**config.mk**
```make
export PLATFORM = sky130hd
export DESIGN_NAME = uart_rx
export DESIGN_NICKNAME = d
export VERILOG_FILES = /design/src/rtl/uart_pkg.sv /design/src/rtl/uart_rx_sync_2ff.sv /design/src/rtl/uart_rx.sv
export SDC_FILE = /design/constraint.sdc
export NUM_CORES = 1
export LEC_CHECK = 0
export ABC_CLOCK_PERIOD_IN_PS = 2790
export BUFFER_PORTS_ARGS = -buffer_cell sky130_fd_sc_hd__buf_2
export CAP_MARGIN = 20
export CORE_ASPECT_RATIO = 0.9
export CORE_MARGIN = 2
export CORE_UTILIZATION = 45
export CTS_CLUSTER_SIZE = 30
export DETAILED_ROUTE_END_ITERATION = 7
export SLEW_MARGIN = 20
export SYNTH_ARGS = -nofsm -noshare
export SYNTH_HDL_FRONTEND = slang
export SYNTH_SLANG_ARGS = --single-unit
```
**constraint.sdc**
```tcl
create_clock -name clk -period 2.79 [get_ports clk]
set_clock_uncertainty 0.15 [all_clocks]
set_input_delay 0.279 -clock clk [delete_from_list [all_inputs] [get_ports clk]]
set_output_delay 0.279 -clock clk [all_outputs]
set_load 0.005 [all_outputs]
```
**src/rtl/uart_pkg.sv**
```systemverilog
// Shared UART definitions: receiver FSM states and oversampling constants.
package uart_pkg;

  localparam int OVERSAMPLE = 16;
  localparam int START_MID  = 7;

  typedef enum logic [1:0] {
    ST_IDLE  = 2'd0,
    ST_START = 2'd1,
    ST_DATA  = 2'd2,
    ST_STOP  = 2'd3
  } rx_state_t;

  // Tick counter is 4 bits for 16x oversampling, wider only when the stop
  // period (1.5 or 2 stop bits) needs more than 16 ticks.
  function automatic int tick_cnt_width(input int sb_tick);
    return ($clog2(sb_tick) > 4) ? $clog2(sb_tick) : 4;
  endfunction

endpackage

```
**src/rtl/uart_rx_sync_2ff.sv**
```systemverilog
// Two-flop synchronizer for a single asynchronous input, reset to a chosen level.
module sync_2ff #(
  parameter logic RESET_VAL = 1'b1
) (
  input  logic clk,
  input  logic reset,
  input  logic i_d,
  output logic o_q
);

  logic r_meta;
  logic r_sync;

  always_ff @(posedge clk or posedge reset) begin
    if (reset) begin
      r_meta <= RESET_VAL;
      r_sync <= RESET_VAL;
    end else begin
      r_meta <= i_d;
      r_sync <= r_meta;
    end
  end

  assign o_q = r_sync;

endmodule

```
**src/rtl/uart_rx.sv**
```systemverilog
// 16x-oversampled UART receiver driven by an external s_tick strobe.
// Valid/ready note: there is no back-pressure; rx_done_tick is a one-clk strobe and dout/frame_err stay valid until the next completion.
module uart_rx
  import uart_pkg::*;
#(
  parameter int DBIT    = 8,
  parameter int SB_TICK = 16
) (
  input  logic            clk,
  input  logic            reset,
  input  logic            rx,
  input  logic            s_tick,
  output logic [DBIT-1:0] dout,
  output logic            rx_done_tick,
  output logic            frame_err,
  output logic [1:0]      o_dbg_state
);

  localparam int NW = (DBIT > 1) ? $clog2(DBIT) : 1;
  localparam int SW = tick_cnt_width(SB_TICK);

  localparam logic [SW-1:0] S_MID       = SW'(START_MID);
  localparam logic [SW-1:0] S_LAST_DATA = SW'(OVERSAMPLE - 1);
  localparam logic [SW-1:0] S_LAST_STOP = SW'(SB_TICK - 1);
  localparam logic [NW-1:0] N_LAST      = NW'(DBIT - 1);

  logic            w_rx_s;
  rx_state_t       r_state, w_state_next;
  logic [SW-1:0]   r_s, w_s_next;
  logic [NW-1:0]   r_n, w_n_next;
  logic [DBIT-1:0] r_b, w_b_next, w_b_shift;
  logic [DBIT-1:0] r_dout, w_dout_next;
  logic            r_ferr, w_ferr_next;
  logic            r_done, w_done_next;

  sync_2ff #(.RESET_VAL(1'b1)) u_sync_rx (
    .clk   (clk),
    .reset (reset),
    .i_d   (rx),
    .o_q   (w_rx_s)
  );

  always_ff @(posedge clk or posedge reset) begin
    if (reset) begin
      r_state <= ST_IDLE;
      r_s     <= '0;
      r_n     <= '0;
      r_b     <= '0;
      r_dout  <= '0;
      r_ferr  <= 1'b0;
      r_done  <= 1'b0;
    end else begin
      r_state <= w_state_next;
      r_s     <= w_s_next;
      r_n     <= w_n_next;
      r_b     <= w_b_next;
      r_dout  <= w_dout_next;
      r_ferr  <= w_ferr_next;
      r_done  <= w_done_next;
    end
  end

  always_comb begin
    w_state_next = r_state;
    w_s_next     = r_s;
    w_n_next     = r_n;
    w_b_next     = r_b;
    w_dout_next  = r_dout;
    w_ferr_next  = r_ferr;
    w_done_next  = 1'b0;
    // LSB arrives first, so each new bit enters at the top and walks down.
    w_b_shift            = r_b >> 1;
    w_b_shift[DBIT-1]    = w_rx_s;

    case (r_state)
      ST_IDLE: begin
        if (!w_rx_s) begin
          w_state_next = ST_START;
          w_s_next     = '0;
        end
      end
      ST_START: begin
        if (s_tick) begin
          if (r_s == S_MID) begin
            if (!w_rx_s) begin
              w_state_next = ST_DATA;
              w_s_next     = '0;
              w_n_next     = '0;
            end else begin
              w_state_next = ST_IDLE;
            end
          end else begin
            w_s_next = r_s + 1'b1;
          end
        end
      end
      ST_DATA: begin
        if (s_tick) begin
          if (r_s == S_LAST_DATA) begin
            w_s_next = '0;
            w_b_next = w_b_shift;
            if (r_n == N_LAST) begin
              w_state_next = ST_STOP;
            end else begin
              w_n_next = r_n + 1'b1;
            end
          end else begin
            w_s_next = r_s + 1'b1;
          end
        end
      end
      ST_STOP: begin
        if (s_tick) begin
          if (r_s == S_LAST_STOP) begin
            w_state_next = ST_IDLE;
            w_done_next  = 1'b1;
            w_dout_next  = r_b;
            w_ferr_next  = ~w_rx_s;
          end else begin
            w_s_next = r_s + 1'b1;
          end
        end
      end
      default: w_state_next = ST_IDLE;
    endcase
  end

  assign dout         = r_dout;
  assign rx_done_tick = r_done;
  assign frame_err    = r_ferr;
  assign o_dbg_state  = r_state;

endmodule
```
Word level (Yosys, flattened, before mapping)
Index checks and enable logic that the tools add are counted. W data, S select, Z words.

Output and inout bits: 12. Word-level logic and storage cells: 64. Bits of input ports: 4. Register bits: 29.

$add $sub $neg: 2. Bitwise operators: 1. Equality and inequality tests: 17. Mux-type cells: 28. Reductions and logical operators: 7.

Operator list (count): $mux W4 (7); $ne A2 B2 Y1 const B (11); $mux W2 (9); $mux W3 (6); $pmux W4 S4 (1); $pmux W2 S4 (1); $reduce_and A8 Y1 (1); $reduce_and A7 Y1 (1); $pmux W3 S2 (1); $reduce_and A3 Y1 (2); $add A4 B1 Y4 const B (1); $eq A2 B2 Y1 const B (2); $eq A4 B3 Y1 const B (1); $eq A4 B4 Y1 const B (1); $reduce_and A4 Y1 (1); $add A3 B1 Y3 const B (1); $eq A3 B3 Y1 const B (1); $mux W1 (3); $eq A2 B1 Y1 const B (1); $logic_not A2 Y1 (1); $reduce_bool A2 Y1 (1); $not A1 Y1 (1).

Longest topological paths before layout
Word-level depth: 5. Gate-level depth with buffers: 6. Gate-level depth less buffers: 5.

Hierarchy
Synthesis repeated with hierarchy kept, for this count alone.

Cell total of the unflattened synthesis: 116. Area total of the unflattened synthesis: 1417.6 µm².

Modules (own cells, without submodules): uart_rx (cells each 113, area an instance 1361.3 µm², instances 1, seq. area each 675.6 µm²); sync_2ff (cells each 3, area an instance 56.3 µm², instances 1, seq. area each 52.6 µm²).

Least setup slack after synthesis
No wires, ideal clock.

Path kind: flip-flop to flip-flop. From: reg r_s[0]. To: reg r_b[0]. Setup time: 125 ps. Data arrival time: 1506 ps. Clock period less this slack: 1781 ps. Cell stages (with the launch flop): 5. Setup slack: 1009 ps. Path buffers: 0. Data required time: 2515 ps. Path through: dfrtp_1 ha_1 nand4_2 nor3b_4 mux2_2.

Word-level cells in the longest chain between the ends: 2.

Ends and longest elaborated chain: start: declaration (line uart_rx.sv:29) `logic [SW-1:0] r_s, w_s_next;`; start signal: assignment (line uart_rx.sv:54) `r_s <= w_s_next;`; $eq A4 B4 Y1 (line uart_rx.sv:99) `if (r_s == S_LAST_DATA) begin`; $reduce_and A3 Y1 (no source line); end signal: assignment (line uart_rx.sv:56) `r_b <= w_b_next;`; end: declaration (line uart_rx.sv:31) `logic [DBIT-1:0] r_b, w_b_next, w_b_shift;`.

No other way between the ends. A chain may end at the register's enable or synchronous reset.

Worst setup path in the final report
From: reg r_s[0]. To: reg r_b[7].

The elaborated chain is that of the path after synthesis.

==> results.rst <==
.. list-table::
   :header-rows: 1

   * - Metric
     - Value
   * - Tot Pwr
     - 1.070 mW
   * - Worst reg2reg path endpoint
     - r_b[7]
   * - Number of cells on the worst hold path
     - 0
   * - Worst Setup Path Type
     - reg -> reg
   * - GRT Resource Usage Total
     - 15.75%
   * - Leading cell types in the layout, fill and taps excluded
     - sky130_fd_sc_hd__dfrtp_1 (27), sky130_fd_sc_hd__mux2_2 (16), sky130_fd_sc_hd__buf_2 (15)
   * - Remaining Overflow, GRT
     - 0
   * - Cell area after synthesis
     - 1291 um2
   * - Endpoint class of the critical path
     - flip-flop
   * - Clk_lat worst skew
     - 0.33 ns
   * - Clock edge transition at the registers on the reported setup and hold paths
     - around 0.080 ns
   * - Maximum count of clock buffers along a single path
     - 2
   * - Simple logic cell fraction of the synthesized area
     - 12.31%
   * - Number of buffers created by CTS
     - 5
   * - Number of synthesized register bits
     - 29
   * - Power per cell area
     - 715.9 nW/um2
   * - Core Area
     - 2748 um2
   * - Arrival time at the worst endpoint
     - 2.03 ns
   * - Number of nets still failing antenna checks after routing
     - 0
   * - Post-Syn Area per Cell
     - 12.78 um2
   * - Clock sink count
     - 29
   * - CTS tree
     - done
   * - Number of max-cap violations
     - 0
   * - Worst relative slew slack
     - 56.99%
   * - Setup repair after global routing missed its margin
     - false
   * - Classification of the worst-slack hold path
     - reg -> reg
   * - Status
     - finished, final reports clean
   * - HPWL Detailed
     - 1485 um
   * - Fraction of final layout cells with drive strength greater than 1
     - 37.40%
   * - Proportion of synthesized chip area in sequential cells
     - a little under three fifths
   * - Initial antenna violation count
     - 0
   * - Chip height
     - roughly 55 um
   * - Maximum level of the CTS H-tree
     - 2
   * - Min Clock Period, post-route
     - ~2.0 ns
   * - Capture endpoint of the worst hold path
     - u_sync_rx.o_q
   * - Number of placed I/O pins
     - 16
   * - Main combinational cell family by area after synthesis
     - multiplexers
   * - Largest fanout on the critical path
     - 9
   * - Count of endpoints failing hold in the final timing report
     - 0
   * - Largest net degree at the start of global routing
     - 18
   * - Critical Path Start Type
     - flip-flop
   * - Beginning of the worst register-to-register path
     - r_s[0]
   * - Initial core utilization
     - between 40 and 50%
   * - Xor-xnor portion of the synthesized cell area
     - 0.6783%
   * - Iteration-0 DRC count of the detailed router
     - 23
   * - Mean number of vias per cell
     - 5.129
   * - Length of the first detailed-routing pass in iterations
     - 4
   * - Final Slew Violations
     - 0
   * - Critical path data required time
     - 2.86 ns
   * - Post-Synthesis Net Count
     - 108
   * - Maximum resistive drop on vdd
     - 0.0004041 V
   * - Clock root buffer master
     - sky130_fd_sc_hd__clkbuf_4
   * - Area added between synthesis and finish
     - 15.70%
   * - Number of enable-type register cells in the synthesized netlist
     - 0
   * - Total number of placement rows
     - 18
   * - Final-stage net count
     - between 100 and 150
   * - Primary flip-flop cell chosen by synthesis mapping
     - sky130_fd_sc_hd__dfrtp_1
   * - Synth cell types
     - 32
   * - Gate count after technology mapping
     - slightly above 100
   * - Setup TNS
     - 0 ns
   * - Hold Startpoint
     - u_sync_rx.r_meta
   * - Achievable clock frequency
     - slightly above 500 MHz
   * - Count of warnings emitted by yosys
     - 0
   * - Fraction of synthesized area in multiplexers
     - 14.83%
   * - Static leakage power
     - around 0.76 nW
   * - Total routed wirelength
     - 2134 um
   * - Share of synthesized registers carrying an async set or reset
     - 100.0%
   * - Depth of the worst register-to-register path
     - 4
   * - Number of antenna cells inserted
     - 0
   * - Most common cell after layout, fill and taps aside
     - sky130_fd_sc_hd__dfrtp_1
   * - Final period utilization
     - 70.33%
   * - Average routed wire per standard cell
     - around 13 um
   * - Number of remaining DRC errors
     - 0
   * - Wire length of the first global-routing pass
     - ~3600 um
   * - Horiz. Die Dim
     - 60.47 um
   * - Number of I/O port buffers
     - 15
   * - Vias in the first global route
     - 813
   * - Final count of negative-setup-slack endpoints
     - 0
   * - Synthesized-area fraction occupied by adder cells
     - 2.907%
   * - Actual transition at the worst max-transition pin
     - 0.6444 ns
   * - DIE AREA
     - 3315 um2
   * - GP Congestion
     - 0.8036
   * - Post-synthesis compound-gate area fraction
     - 9.884%
   * - Via count
     - around 840
   * - Reg-to-reg setup timing slack
     - 0.83 ns
==> kinds of logic (layout without fill, tap and decap cells) <==
group,after synthesis,in the layout
adder cells (fa/ha/maj),3,3
XOR/XNOR,1,1
buffers and inverters,8,30
AND/OR/NAND/NOR,25,25
multiplexers,17,17
AO/OA/AOI/OAI,18,18
flip-flops,29,29
==> report_power, final <==
group | switching [mW] | leakage [nW] | total (mW) | internal [mW]
Sequential | 0.0864 | 0.382 | 0.556 | 0.469
Clock | 0.143 | 0.0413 | 0.288 | 0.146
Combinational | 0.101 | 0.338 | 0.225 | 0.124
==> sequential cells by signal, indices dropped and copies added (netlist names), named ones only <==
signal,count
dout,8
u_sync_rx.o_q,1
u_sync_rx.r_meta,1
r_b,8
frame_err,1
o_dbg_state,1
rx_done_tick,1
r_s,4
r_n,3
==> how the worst max path moves through the flow <==
stage / from / endpoint / slack (ns)
after global routing: r_s[0] / r_b[7] / 0.70
after floorplan: r_s[0] / r_b[0] / 1.01
after global placement: r_s[0] / r_b[5] / 0.87
after detailed placement: r_s[0] / r_b[7] / 0.82
final: r_s[0] / r_b[7] / 0.83
after CTS: r_s[0] / r_b[7] / 0.81
==> synth_stat cells, types with 2 or more instances <==
| cell | instances | area (um2) |
|---|---|---|
| sky130_fd_sc_hd__dfrtp_1 | 27 | 675.7 |
| sky130_fd_sc_hd__nor2_1 | 4 | 15.01 |
| sky130_fd_sc_hd__a31oi_1 | 4 | 25.02 |
| sky130_fd_sc_hd__inv_1 | 3 | 11.26 |
| sky130_fd_sc_hd__a211o_1 | 2 | 17.52 |
| sky130_fd_sc_hd__dfstp_2 | 2 | 52.55 |
| sky130_fd_sc_hd__nand3b_1 | 2 | 15.01 |
| sky130_fd_sc_hd__and3_1 | 3 | 18.77 |
| sky130_fd_sc_hd__ha_1 | 3 | 37.54 |
| sky130_fd_sc_hd__nor3b_1 | 2 | 15.01 |
| sky130_fd_sc_hd__o21ai_0 | 4 | 20.02 |
| sky130_fd_sc_hd__nand2_1 | 5 | 18.77 |
| sky130_fd_sc_hd__buf_2 | 4 | 20.02 |
| sky130_fd_sc_hd__mux2_2 | 16 | 180.2 |
| sky130_fd_sc_hd__a22o_1 | 3 | 26.28 |
==> timing repair <==
action,4_1_cts,5_1_grt
hold buffers,2,0
setup buffers,0,0
hold endpoints to repair,17,0
endpoints found under the setup margin,0,0
resized for setup,0,0
==> stage by stage <==
step                setup slack, ns  util, %  hold WS, ns  area, um2  instances
floorplan                     1.009        -       0.1335       1291        101
global placement             0.8735    51.09       0.2003       1404        153
detailed placement           0.8199    51.09       0.1988       1404        153
CTS                          0.8092    54.37       0.2117       1494        163
global route                 0.6957    54.37       0.2135       1494        163
finish                       0.8277    54.37       0.2094       1494        163
==> per-layer routing <==
| layer | track usage, % | part of all wire (%) | vias up |
|---|---|---|---|
| met1 | 19.01 | 49 | 401 |
| li1 | - | - | 412 |
| met4 | 6.522 | 1.5 | 0 |
| met2 | 23.91 | 45 | 18 |
| met3 | 8.038 | 5.1 | 5 |
| met5 | 0 | 0 | - |
==> final cells by class <==
| cell class | instances | area [um2] |
|---|---|---|
| fillers | 245 | 1254 |
| flip-flops and latches | 29 | 728.2 |
| multi-input cells | 64 | 524.3 |
| repair buffers | 19 | 110.1 |
| clock buffers | 7 | 65.06 |
| well taps | 40 | 50.05 |
| inverters | 3 | 11.26 |
| clock inverters | 1 | 5.005 |
==> worst max-delay path: stages (launching register included) <==
cell	delay [ns]
sky130_fd_sc_hd__dfrtp_1	0.38
sky130_fd_sc_hd__ha_1	0.30
sky130_fd_sc_hd__nand4_2	0.17
sky130_fd_sc_hd__nor3b_4	0.46
sky130_fd_sc_hd__mux2_2	0.39
Power figures use the tool's default switching activity.
